===== src/rtl/uart_rx_fifo.sv =====
// rtl/uart_rx_fifo.sv - 8N1 UART receiver with first-word-fall-through receive FIFO
module uart_rx_fifo #(
    parameter int CLKS_PER_BIT = 104,
    parameter int FIFO_DEPTH   = 4
) (
    input  logic                          clk,
    input  logic                          rst,
    input  logic                          rx,
    input  logic                          rd_ack,
    input  logic                          clr_err,
    output logic [7:0]                    rd_data,
    output logic                          rd_valid,
    output logic [$clog2(FIFO_DEPTH):0]   count,
    output logic                          frame_err,
    output logic                          overrun,
    output logic                          busy,
    output logic                          interrupt
);

    localparam int AW = $clog2(FIFO_DEPTH);
    localparam int CW = AW + 1;
    localparam logic [15:0] HALF = 16'(CLKS_PER_BIT / 2);
    localparam logic [15:0] LAST = 16'(CLKS_PER_BIT - 1);

    typedef enum logic [1:0] {IDLE, START, DATA, STOP} state_t;

    logic       rx_s1, rx_s2, rx_prev;
    logic [1:0] primed;
    logic       fall;

    state_t      state, state_n;
    logic [15:0] cnt, cnt_n;
    logic [2:0]  idx, idx_n;
    logic [7:0]  shift, shift_n;
    logic        push, ferr_set;

    logic [7:0]    mem [FIFO_DEPTH];
    logic [AW-1:0] wr_ptr, rd_ptr;
    logic          full, push_ok, pop_ok;
    logic [CW-1:0] count_n;

    // rx_prev only learns a high level once rx_s2 holds a real post-reset sample,
    // so a line stuck low across reset never looks like a start edge.
    always_ff @(posedge clk or posedge rst) begin
        if (rst) begin
            rx_s1   <= 1'b1;
            rx_s2   <= 1'b1;
            rx_prev <= 1'b0;
            primed  <= 2'b00;
        end else begin
            rx_s1   <= rx;
            rx_s2   <= rx_s1;
            primed  <= {primed[0], 1'b1};
            rx_prev <= primed[1] & rx_s2;
        end
    end

    assign fall = rx_prev & ~rx_s2;

    always_ff @(posedge clk or posedge rst) begin
        if (rst) begin
            state <= IDLE;
            cnt   <= '0;
            idx   <= '0;
            shift <= '0;
        end else begin
            state <= state_n;
            cnt   <= cnt_n;
            idx   <= idx_n;
            shift <= shift_n;
        end
    end

    always_comb begin
        state_n  = state;
        cnt_n    = cnt + 16'd1;
        idx_n    = idx;
        shift_n  = shift;
        push     = 1'b0;
        ferr_set = 1'b0;
        case (state)
            IDLE: begin
                cnt_n = '0;
                if (fall) state_n = START;
            end
            START: begin
                if (cnt == HALF) begin
                    cnt_n   = '0;
                    idx_n   = '0;
                    state_n = rx_s2 ? IDLE : DATA;
                end
            end
            DATA: begin
                if (cnt == LAST) begin
                    cnt_n        = '0;
                    shift_n[idx] = rx_s2;
                    idx_n        = idx + 3'd1;
                    if (idx == 3'd7) state_n = STOP;
                end
            end
            STOP: begin
                if (cnt == LAST) begin
                    cnt_n    = '0;
                    state_n  = IDLE;
                    push     = rx_s2;
                    ferr_set = ~rx_s2;
                end
            end
            default: state_n = IDLE;
        endcase
    end

    assign busy     = (state != IDLE);
    assign full     = (count == CW'(FIFO_DEPTH));
    assign rd_valid = (count != '0);
    assign pop_ok   = rd_ack & rd_valid;
    // A simultaneous pop frees the slot, so a push into a full FIFO is still accepted.
    assign push_ok  = push & (~full | pop_ok);
    assign count_n  = count + CW'(push_ok) - CW'(pop_ok);
    assign rd_data  = rd_valid ? mem[rd_ptr] : 8'h00;

    always_ff @(posedge clk) begin
        if (push_ok) mem[wr_ptr] <= shift;
    end

    always_ff @(posedge clk or posedge rst) begin
        if (rst) begin
            wr_ptr    <= '0;
            rd_ptr    <= '0;
            count     <= '0;
            frame_err <= 1'b0;
            overrun   <= 1'b0;
            interrupt <= 1'b0;
        end else begin
            if (push_ok) wr_ptr <= wr_ptr + AW'(1);
            if (pop_ok)  rd_ptr <= rd_ptr + AW'(1);
            count     <= count_n;
            interrupt <= (count_n != '0);
            if (ferr_set)     frame_err <= 1'b1;
            else if (clr_err) frame_err <= 1'b0;
            if (push & ~push_ok) overrun <= 1'b1;
            else if (clr_err)    overrun <= 1'b0;
        end
    end

endmodule


===== config.mk =====
export PLATFORM = sky130hd
export DESIGN_NAME = uart_rx_fifo
export DESIGN_NICKNAME = d
export VERILOG_FILES = /design/src/rtl/uart_rx_fifo.sv
export SDC_FILE = /design/constraint.sdc
export NUM_CORES = 1
export LEC_CHECK = 0
export CORE_UTILIZATION = 26
export CTS_CLUSTER_DIAMETER = 50
export DETAILED_ROUTE_END_ITERATION = 7
export PLACE_DENSITY = 0.38
export SYNTH_ARGS = -nofsm -noshare
export SYNTH_HDL_FRONTEND = slang
export SYNTH_SLANG_ARGS = --single-unit

===== constraint.sdc =====
create_clock -name clk -period 3.6 [get_ports clk]
set_input_delay 0.54 -clock clk [delete_from_list [all_inputs] [get_ports clk]]
set_output_delay 0.54 -clock clk [all_outputs]
set_load 0.05 [all_outputs]

# After elaboration in Yosys (flattened, before gate mapping)
# Memories as Yosys holds them, arrays and structs flattened.
# Index checks and enable logic that the tools add are counted.
# word_totals
register_bits	44
latch_bits	0
ram_bits	32
rom_bits	0
input_bits	5
output_inout_bits	16
word_cells	82
memories	1
# memory_table
name	words	word_bits	read_ports	rd_ports_with_merged_regs	wr	line_no	source
mem	4	8	1	0	1	37	logic [7:0] mem [FIFO_DEPTH];
# classes
add_sub_neg	6
multipliers	0
div	0
magnitude_cmp	2
eq_ne	12
n_shift	0
mux	26
n_bitwise	9
n_reduce_logical	12
# ops
cell	n
case mux 16 bit (3 select lines)	1
two-way mux 16 bit	2
adder 16 x 1 -> 16 bit (second input constant)	1
== test 16 x 6 -> 1 bit (second input constant)	1
== test 16 x 7 -> 1 bit (second input constant)	1
two-way mux 2 bit	6
two-way mux 1 bit	10
inequality test 2 bit (second input constant)	5
bitwise mux 8 bit	1
two-way mux 8 bit	1
case mux 2 bit (4 select lines)	1
nonzero test 2 bit	4
== test 3 bit (second input constant)	2
two-way mux 3 bit	2
case mux 3 bit (2 select lines)	1
nonzero test 3 bit	2
AND 1 bit	5
AND reduction 5 bit	1
adder 2 x 1 -> 2 bit (second input constant)	2
== test 2 bit (second input constant)	2
less-than comparator 3 x 4 -> 1 bit (second input constant)	1
adder 3 x 1 -> 3 bit	1
adder 3 x 1 -> 3 bit (second input constant)	1
demux 1 bit (select 3 bit)	1
other kinds (10)	12

# Longest topological paths before layout
# Gate-level depths: netlist of the first run.
# logic_depth
depth_word	7
depth_mapped	14
ltp_nobuf	12

# Least setup slack after synthesis of the first run
# No wires, ideal clock.
# synth_path
kind	register -> register
startpoint	reg count[2]
endpoint	reg interrupt
setup_time_ps	131
arrival_ps	3104
setup_slack_ps	364
path_stages_with_launch	11
n_path_buf	1
synth_period_minus_slack_ps	3236
cell_sequence	dfrtp_1 or3_1 clkbuf_1 and2_1 ha_1 inv_1 ha_1 fa_1 xor2_1 xnor2_1 or3_1
# synth_between
elab_chain_len	7
word_cells_on_any_way	9
classes_between	2 x add/sub; 1 x eq/ne; 4 x bitwise; 2 x reduce/logical
# synth_rtl
element	line_no	source
from (decl)	13	output logic [$clog2(FIFO_DEPTH):0] count,
from (signal assigned)	137	count <= count_n;
nonzero test 3 bit (*)	115	assign rd_valid = (count != '0);
named net rd_valid	12	output logic rd_valid,
AND 1 bit (*)	116	assign pop_ok = rd_ack & rd_valid;
named net pop_ok	39	logic full, push_ok, pop_ok;
bitwise OR 1 bit	118	assign push_ok = push & (~full | pop_ok);
AND 1 bit	118	
adder 3 x 1 -> 3 bit	119	assign count_n = count + CW'(push_ok) - CW'(pop_ok);
subtractor 3 x 1 -> 3 bit (*)	119	
named net count_n[2]	40	logic [CW-1:0] count_n;
nonzero test 3 bit (*)	138	interrupt <= (count_n != '0);
to (signal assigned)	138	
to (decl)	17	output logic interrupt
# Mark *: on every way through the listed nets, which the timed path passes. The rest lies on a longest branch.
# A chain may end at the register's enable or synchronous reset.

# Final worst setup path of the first run
# layout_path
startpoint	reg cnt[0]
endpoint	reg interrupt
# layout_between
elab_chain_len	7
# layout_rtl
element	line_no	source
from (decl)	32	logic [15:0] cnt, cnt_n;
from (signal assigned)	68	cnt <= cnt_n;
== test 16 x 7 -> 1 bit	102	if (cnt == LAST) begin
two-way mux 1 bit	102	
two-way mux 1 bit	81	case (state)
AND 1 bit	118	
adder 3 x 1 -> 3 bit	119	
subtractor 3 x 1 -> 3 bit	119	
named net count_n[2]	40	
nonzero test 3 bit	138	
# The timed path passes the listed nets, and every way through them passes these cells.

==> flow_metrics.tcl, run 1 <==
set metrics [dict create \
    antenna_found_initial 0 \
    synth_cell_types 43 \
    reg2reg_depth 12 \
    synthArstFlopShare_pct 57.89 \
    skew_ns 0.006087 \
    synth_compound_area_share_pct 2.891 \
    dieArea_mm2 0.01378 \
    cp-startpoint "cnt[0]$_DFF_PP0_" \
    timing.rr.start "cnt[0]$_DFF_PP0_" \
    crit_path_end "interrupt$_DFF_PP0_" \
    worstHoldStart "primed[0]$_DFF_PP0_" \
    min_path_type "flop to flop" \
    final_util_pct 32.45 \
    vias 2014 \
    drv_slew 0 \
    clk_pin_slew_ns 0.06 \
    io_pins 21 \
    status "completed" \
    powerDensity_mw_per_mm2 587.0 \
    core_region_area_mm2 0.01282 \
    yosys.area_share.xor_xnor_pct 4.301 \
    p_leak_uw 0.001706 \
    max_freq_mhz 309.8 \
    fin_crit_sh_pct 89.65 \
    antenna_cells 0 \
    worstReg2RegEnd "interrupt$_DFF_PP0_" \
    gp_congestion 0.6921 \
    htree_num_levels 3 \
    final-setup-viol-count 0 \
    rows 41 \
    io_buffers 20 \
    p_int_uw 1746 \
    rsz0062_at_grt "no" \
    endpoint_kind "flop" \
    drt_iter0_drc 127 \
    grt_pass1_vias 2152 \
    clk-insertion-delay-late_ns 0.33 \
    nNetsFinal 298 \
    tightest_slew_ns 0.9341 \
    combPwrFrac_pct 16.8 \
    preCtsSetupSlack_ns 0.2999 \
    cts_tree "built" \
    maxSlewHeadroom_pct 37.64 \
    required_ns 3.81 \
    path_class "flop to flop" \
    grt_overflow_total 0 \
    syn_to_final_growth_pct 20.20 \
    grt_max_degree 45 \
    fp.dieH_um 117.4 \
    path_max_fanout 7 \
    synth_simple_gate_area_share_pct 17.56 \
    dr.pass1.iters 4 \
    hold_viol_final 0 \
    cts.sinks 76 \
    netlist_top_cells_count "dfrtp_1 (42), edfxtp_1 (32), nor2_1 (16)" \
    finalCriticalPeriod_ns 3.228 \
    finalInstanceArea_mm2 0.004161 \
    worstPathArrival_ns 3.43 \
    critPathLaunchType "flop" \
    rrSetupSlack_ns 0.37 \
    seqPwrFrac_pct 44.3 \
    vias_per_cell 4.388 \
    finalWirelength_um 6520 \
    switching_share_pct 28.52 \
    numCtsBuffers 9 \
    ant_nets 0 \
    synthesis.area_mm2 0.003462 \
    grt_pass1_wl_um 11300 \
    switchingPower_uw 696.7 \
    tns_ns 0 \
    synth_fa_ha_area_share_pct 4.192 \
    synth_area_leaders "dfrtp_1 (30%), edfxtp_1 (28%), mux4_2 (5.2%), ha_1 (3.6%), mux2_2 (2.6%)" \
    cap_violations 0 \
    layout_setup_ws_ns 0.3725 \
    synth_top_family_by_area "simple AND/OR/NAND/NOR gates" \
    post_cts_resized 0 \
    yosysTopAreaCellShare_pct 30.36 \
    ir_drop_v 0.0003066 \
    yosys.area.top_type "dfrtp_1" \
    synthCells 259 \
    dp_hpwl_um 4446 \
    cts_setup_buffers 0 \
    syn_nets 275 \
    ys_warn_count 0 \
    placed_area_mm2 0.003842 \
    ys_seq_area_share_pct 59.63 \
    p_total_uw 2443 \
    initial_core_util_pct 27.00 \
    drive_gt1_share_pct 16.38 \
    synth_seq_cells 76 \
    synth_ff_type "dfrtp_1" \
    postCtsHoldBufs 0 \
    drt-wirelength-per-cell_um 14.20 \
    die_w_um 117.4 \
    synth.most_common_cell "dfrtp_1" \
    cts_buffer_depth 2 \
    muxShareOfSynthArea_pct 8.132 \
    drc 0 \
    synth_edf_count 32 \
    avgSynthCellArea_um2 13.37 \
    pwr-share-clk_pct 38.9 \
    groute.usage.overall_pct 10.76 \
    cts-root-buf "clkbuf_16" \
]
==> area by class of cell <==
| cell class | count | area [um^2] |
|---|---|---|
| clock inverter | 6 | 90.09 |
| timing repair buffer | 23 | 222.7 |
| sequential | 76 | 2064 |
| multi-input combinational | 158 | 1287 |
| inverter | 14 | 52.55 |
| clock buffer | 10 | 229.0 |
| tap | 172 | 215.2 |
| fill | 1294 | 8663 |
==> how the worst min path moves through the flow <==
stage | depth (start not counted) | endpoint | slack, ns
after detailed placement | 0 | primed[1]$_DFF_PP0_ | 0.34
after global routing | 0 | primed[1]$_DFF_PP0_ | 0.35
after floorplan | 0 | primed[1]$_DFF_PP0_ | 0.33
after CTS | 0 | primed[1]$_DFF_PP0_ | 0.35
final | 0 | primed[1]$_DFF_PP0_ | 0.34
after global placement | 0 | primed[1]$_DFF_PP0_ | 0.33
==> sequential cells by signal, summed over array words and instances, names as in the netlist, named ones only <==
register and flops:
interrupt 1, primed 2, rd_ptr 2, rx_s2 1
overrun 1, idx 3, cnt 16, state 1
mem 32, rx_prev 1, frame_err 1, rx_s1 1
shift 8, wr_ptr 2, count 3
==> cell usage in the layout, fill, tap and decap left out, types with 2 or more instances in the layout <==
master            n
or3_1             4
clkinv_4          2
nor3_1            3
and4_1            3
dfstp_2           2
or2_2             3
buf_4             3
nand3_1           8
clkdlybuf4s50_1  20
nor4_1            2
edfxtp_1         32
mux2_2            8
bufinv_16         2
or3b_2            3
inv_1            13
a21oi_1           7
nand4b_1          4
mux4_2            8
and3_1            4
clkbuf_16         9
nand2_1           8
and4b_1           3
and2_1           14
nor4_4            2
nor2_1           16
o22ai_1           2
nand4_1          10
xnor2_1          10
nor2b_1           4
o21ai_0           2
dfrtp_1          42
xor2_1            7
ha_1             10
o31ai_1           3
==> metrics by stage <==
step | hold WS [ns] | instances
floorplan | 0.3312 | 259
global placement | 0.3332 | 443
detailed placement | 0.3358 | 443
CTS | 0.3486 | 459
global route | 0.3512 | 459
finish | 0.3448 | 459
==> per-layer routing <==
metal / vias to the layer above / GRT usage, % / share of wire [%]
met2: 33 / 17.38 / 47
met3: 11 / 3.307 / 3.7
li1: 984 / - / -
met1: 986 / 13.15 / 47
met5: - / 0 / 0
met4: 0 / 4.789 / 1.9
==> worst max-delay path, cell delays in order (launching register included) <==
cell,delay [ns]
dfrtp_1,0.43
ha_1,0.25
and4b_1,0.29
and4_1,0.25
and4b_1,0.34
inv_1,0.07
ha_1,0.28
inv_1,0.04
ha_1,0.18
fa_1,0.38
xor2_1,0.16
xnor2_1,0.14
or3_1,0.30
==> logic make-up after synthesis <==
family,Yosys count
xor+xnor,17
compound gates,16
other cells,1
buf+inv,25
simple gates,96
mux,17
fa+ha+maj,11
flops,76
==> power by group through the flow <==
stage          logic (uW)  clock network, uW  registers [uW]
5_1_grt               459               1010            1100
2_1_floorplan         302                  0            1090
4_1_cts               422                979            1090
3_3_place_gp          419                  0            1100
3_5_place_dp          419                  0            1100
6_report              411                950            1080
No activity file was read; power rests on OpenSTA's default activity.
==> run 2, diff against run 1 <==
--- a/config.mk
+++ b/config.mk
@@ -5,10 +5,12 @@
 export SDC_FILE = /design/constraint.sdc
 export NUM_CORES = 1
 export LEC_CHECK = 0
+export CELL_PAD_IN_SITES_DETAIL_PLACEMENT = 1
+export CELL_PAD_IN_SITES_GLOBAL_PLACEMENT = 2
 export CORE_UTILIZATION = 26
 export CTS_CLUSTER_DIAMETER = 50
 export DETAILED_ROUTE_END_ITERATION = 7
-export PLACE_DENSITY = 0.38
+export PLACE_DENSITY = 0.5
 export SYNTH_ARGS = -nofsm -noshare
 export SYNTH_HDL_FRONTEND = slang
 export SYNTH_SLANG_ARGS = --single-unit
==> constraint.sdc (replaced) <==
create_clock -name clk -period 3.2 [get_ports clk]
set_input_delay 0.48 -clock clk [delete_from_list [all_inputs] [get_ports clk]]
set_output_delay 0.48 -clock clk [all_outputs]
set_load 0.05 [all_outputs]
==> flow_metrics.tcl, run 2 (synthesis gave the netlist of run 1 again) <==
set metrics [dict create \
    status "completed" \
    top_register "mem" \
    skew_ns 0.007751 \
    cts_setup_buffers 0 \
    grt_max_degree 45 \
    groute.usage.overall_pct 12.19 \
    final_common_cell "dfrtp_1" \
    timing.rr.start "cnt[1]$_DFF_PP0_" \
    min_path_type "flop to flop" \
    finalCriticalPeriod_ns 2.986 \
    dieArea_mm2 0.01378 \
    rrSetupSlack_ns 0.21 \
    grt_use_met1_pct 14.57 \
    rows 41 \
    dr.pass1.iters 4 \
    dp_hpwl_um 5217 \
    drive_gt1_share_pct 20.93 \
    cap_violations 0 \
    grt_util_met3_pct 4.426 \
    antenna_cells 0 \
    drv_slew 0 \
    drc 0 \
    syn_to_final_growth_pct 23.78 \
    fillCellCount 1380 \
    powerDensity_mw_per_mm2 762.2 \
    largest_register_ffs 32 \
    fp.dieH_um 117.4 \
    max_freq_mhz 334.9 \
    gp_congestion 0.7125 \
    critPathLaunchType "flop" \
    antenna_found_initial 0 \
    ir_drop_v 0.0003591 \
    worstPathArrival_ns 3.20 \
    hold_end "rx_s2$_DFF_PP1_" \
    whs_ns 0.3553 \
    p_leak_uw 0.001732 \
    final-setup-viol-count 0 \
    hold_viol_final 0 \
    cts_buffer_depth 2 \
    cts_tree "built" \
    drt-wirelength-per-cell_um 15.70 \
    grt_overflow_total 0 \
    ant_nets 0 \
    drt_iter0_drc 76 \
    cts-root-buf "clkbuf_16" \
    rsz0062_at_grt "no" \
    grt_pass1_vias 2330 \
    worstReg2RegEnd "interrupt$_DFF_PP0_" \
    fin_crit_sh_pct 93.32 \
    top_regs "mem (32), cnt (16), shift (8)" \
    maxSlewHeadroom_pct 34.23 \
    vias_per_cell 4.461 \
    numCtsBuffers 9 \
    clk_pin_slew_ns 0.06 \
    endpoint_kind "flop" \
    preCtsSetupSlack_ns -0.08947 \
    min_path_cells 0 \
    required_ns 3.42 \
    path_max_fanout 4 \
    tightest_slew_ns 0.9851 \
    path_class "flop to flop" \
    clk-insertion-delay-late_ns 0.34 \
    grt_pass1_wl_um 12670 \
    vias 2110 \
    core_region_area_mm2 0.01282 \
    nNetsFinal 312 \
    gr-usage-met2_pct 19.93 \
    reg2reg_depth 12 \
    initial_core_util_pct 27.00 \
    worstHoldStart "rx_s1$_DFF_PP1_" \
    finalWirelength_um 7427 \
    die_w_um 117.4 \
    final_cell_mix "dfrtp_1 (42), edfxtp_1 (32), clkdlybuf4s50_1 (20)" \
    htree_num_levels 3 \
    grt_busiest_layer "met2" \
    layout_setup_ws_ns 0.2139 \
    io_buffers 20 \
    io_pins 21 \
    cts.sinks 76 \
]
run 2: cell types whose count changed in the layout (fill, tap and decap cells not counted), sizes merged:
cell,previous run,this run
buf,3,17
inv,14,15
clkinv,3,2
run 2: per-layer routing:
metal  up-vias  part of all wire (%)
met1      1064                    45
li1       1011                     -
met5         -                     0
met4         0                   1.9
met3        11                   3.7
met2        24                    49
run 2: repair_timing:
action	CTS	global route
gates resized for setup	0	1
hold endpoints to repair	0	0
setup endpoints to repair	0	1
hold buffers	0	0
run 2: per-stage QoR:
step	instance area (um^2)	utilization (%)	setup TNS (ns)	power, uW	std cells
final	4285	33.41	0	3266	473
after global routing	4285	33.41	0	3447	473
after CTS	4283	33.40	0	3336	473
after detailed placement	3948	30.78	-0.08947	2183	457
after global placement	3948	30.78	0	2174	457
after floorplan	3463	-	0	1847	259
run 2: worst max-delay path: stages (launching register included):
cell,delay [ns]
dfrtp_1,0.36
ha_2,0.22
and4b_1,0.27
and4_1,0.25
and4b_1,0.24
inv_1,0.05
ha_1,0.26
inv_1,0.03
ha_1,0.19
fa_1,0.39
xor2_1,0.16
xnor2_1,0.14
or3_1,0.31
run 2: cell type report:
class	instances	area (um^2)	share of cell area [%]
clock buffers	10	239.0	5.577
clock inverters	6	96.34	2.248
inverters	14	52.55	1.226
multi-input cells	158	1290	30.10
flip-flops and latches	76	2064	48.18
well taps	172	215.2	5.022
repair buffers	37	327.8	7.650
run 2: worst max path at each step:
stage / start / to / slack, ns
after CTS: cnt[1]$_DFF_PP0_ / interrupt$_DFF_PP0_ / 0.18
final: cnt[1]$_DFF_PP0_ / interrupt$_DFF_PP0_ / 0.21
after detailed placement: rd_ack / interrupt$_DFF_PP0_ / -0.09
after global placement: rd_ack / interrupt$_DFF_PP0_ / 0.06
after global routing: cnt[1]$_DFF_PP0_ / interrupt$_DFF_PP0_ / 0.007
after floorplan: count[2]$_DFF_PP0_ / interrupt$_DFF_PP0_ / 0.09
run 2: where the power goes:
part	internal, uW	total (uW)	switching [uW]	leakage (uW)
logic	404	989	586	0.000678
clock network	712	1130	414	0.000161
registers	1080	1150	71.2	0.000892
==> run 3, diff against run 2 <==
--- a/config.mk
+++ b/config.mk
@@ -7,6 +7,7 @@
 export LEC_CHECK = 0
 export CELL_PAD_IN_SITES_DETAIL_PLACEMENT = 1
 export CELL_PAD_IN_SITES_GLOBAL_PLACEMENT = 2
+export CORE_MARGIN = 3
 export CORE_UTILIZATION = 26
 export CTS_CLUSTER_DIAMETER = 50
 export DETAILED_ROUTE_END_ITERATION = 7
==> flow_metrics.tcl, run 3 (synthesis gave the netlist of run 1 again) <==
set metrics [dict create \
    clk-insertion-delay-late_ns 0.34 \
    hold_end "primed[1]$_DFF_PP0_" \
    nNetsFinal 313 \
    cts.sinks 76 \
    cts_buffer_depth 2 \
    numCtsBuffers 9 \
    post_cts_resized 0 \
    core_region_area_mm2 0.01282 \
    required_ns 3.42 \
    cts-root-buf "clkbuf_16" \
    rows 41 \
    rsz0062_at_grt "no" \
    status "completed" \
    met2_length_um 3847 \
    endpoint_kind "flop" \
    antenna_cells 0 \
    rrSetupSlack_ns 0.23 \
    syn_to_final_growth_pct 23.46 \
    hold_viol_final 0 \
    final_cell_mix "dfrtp_1 (42), edfxtp_1 (32), clkdlybuf4s50_1 (20)" \
    cap_violations 0 \
    grt_pass1_vias 2368 \
    cts_setup_buffers 0 \
    dp_hpwl_um 5083 \
    die_w_um 121.4 \
    critPathLaunchType "flop" \
    final_common_cell "dfrtp_1" \
    met1_length_um 3213 \
    preCtsSetupSlack_ns 0.05212 \
    drive_gt1_share_pct 20.53 \
    reg2reg_depth 12 \
    largest_register_ffs 32 \
    fin_crit_sh_pct 92.92 \
    skew_ns 0.006128 \
    drt-wirelength-per-cell_um 15.67 \
    maxSlewHeadroom_pct 60.04 \
    postCtsHoldBufs 0 \
    path_max_fanout 4 \
    initial_core_util_pct 27.00 \
    layout_setup_ws_ns 0.2266 \
    finalCriticalPeriod_ns 2.973 \
    min_path_cells 0 \
    io_pins 21 \
    finalInstanceArea_mm2 0.004274 \
    dr.pass1.iters 4 \
    whs_ns 0.3467 \
    path_class "flop to flop" \
    p_leak_uw 0.001730 \
    ant_nets 0 \
    antenna_found_initial 0 \
    vias_per_cell 4.414 \
    gp_congestion 0.6805 \
    grt_max_degree 45 \
    final-setup-viol-count 0 \
    worstPathArrival_ns 3.19 \
    ir_drop_v 0.0002765 \
    min_path_type "flop to flop" \
    drc 0 \
    powerDensity_mw_per_mm2 754.1 \
    top_regs "mem (32), cnt (16), shift (8)" \
    grt_overflow_total 0 \
    placed_area_mm2 0.003955 \
    top_layer "met4" \
    grt_pass1_wl_um 12760 \
    tns_ns 0 \
    max_freq_mhz 336.3 \
    drt_iter0_drc 66 \
    dieArea_mm2 0.01474 \
    wl_met3_um 268 \
    top_register "mem" \
    io_buffers 20 \
    worstHoldStart "primed[0]$_DFF_PP0_" \
    drv_slew 0 \
    clk_pin_slew_ns 0.06 \
    vias 2092 \
    fp.dieH_um 121.4 \
    worstReg2RegEnd "interrupt$_DFF_PP0_" \
    htree_num_levels 3 \
    cts_tree "built" \
    groute.usage.overall_pct 11.45 \
    finalWirelength_um 7428 \
    tightest_slew_ns 0.5994 \
    timing.rr.start "cnt[0]$_DFF_PP0_" \
]
==> run 3: cell types whose count changed in the layout (fill, tap and decap cells not counted) <==
| cell | previous run | this run |
|---|---|---|
| clkbuf_1 | 0 | 1 |
| clkbuf_8 | 1 | 0 |
| ha_2 | 1 | 0 |
| ha_1 | 9 | 10 |
| clkinv_2 | 0 | 1 |
| inv_8 | 1 | 0 |
| buf_4 | 17 | 18 |
==> run 3: area by class of cell <==
type / instances / area (um^2)
timing repair buffer: 38 / 335.3
inverter: 14 / 52.55
multi-input combinational: 158 / 1287
sequential: 76 / 2064
tap: 172 / 215.2
clock inverter: 6 / 90.09
clock buffer: 10 / 229.0
fill: 1382 / 8551
==> run 3: worst max-delay path by stage <==
stage                                  start                   to  slack (ns)  cells past startpoint
after floorplan           count[2]$_DFF_PP0_  interrupt$_DFF_PP0_        0.09                     10
after global placement                rd_ack  interrupt$_DFF_PP0_        0.16                     11
after detailed placement              rd_ack  interrupt$_DFF_PP0_        0.05                     11
after CTS                   cnt[0]$_DFF_PP0_  interrupt$_DFF_PP0_        0.19                     12
after global routing        cnt[0]$_DFF_PP0_  interrupt$_DFF_PP0_       0.007                     12
final                       cnt[0]$_DFF_PP0_  interrupt$_DFF_PP0_        0.23                     12
==> run 3: stage by stage <==
step / total power, uW / instances / util (%)
after detailed placement: 2183 / 458 / 30.84
after floorplan: 1847 / 259 / -
after CTS: 3299 / 474 / 33.33
final: 3223 / 474 / 33.33
after global routing: 3428 / 474 / 33.33
after global placement: 2177 / 458 / 30.84
==> run 3: power breakdown <==
group | switching, uW | internal, uW | total (uW)
logic | 581 | 403 | 984
clock network | 404 | 684 | 1090
registers | 69.8 | 1080 | 1150
total | 1060 | 2170 | 3220
==> run 3: metal layers <==
layer / global-route usage (%) / vias to the layer above
met1: 13.21 / 1055
met3: 4.196 / 6
met4: 3.571 / 0
li1: - / 1008
met2: 19.76 / 23
met5: 0 / -
==> run 3: critical path: stages (launching register included) <==
cell and delay, ns:
dfrtp_1 0.34, ha_1 0.22, and4b_1 0.28, and4_1 0.26, and4b_1 0.23, inv_1 0.05
ha_1 0.27, inv_1 0.04, ha_1 0.18, fa_1 0.37, xor2_1 0.16, xnor2_1 0.14
or3_1 0.31
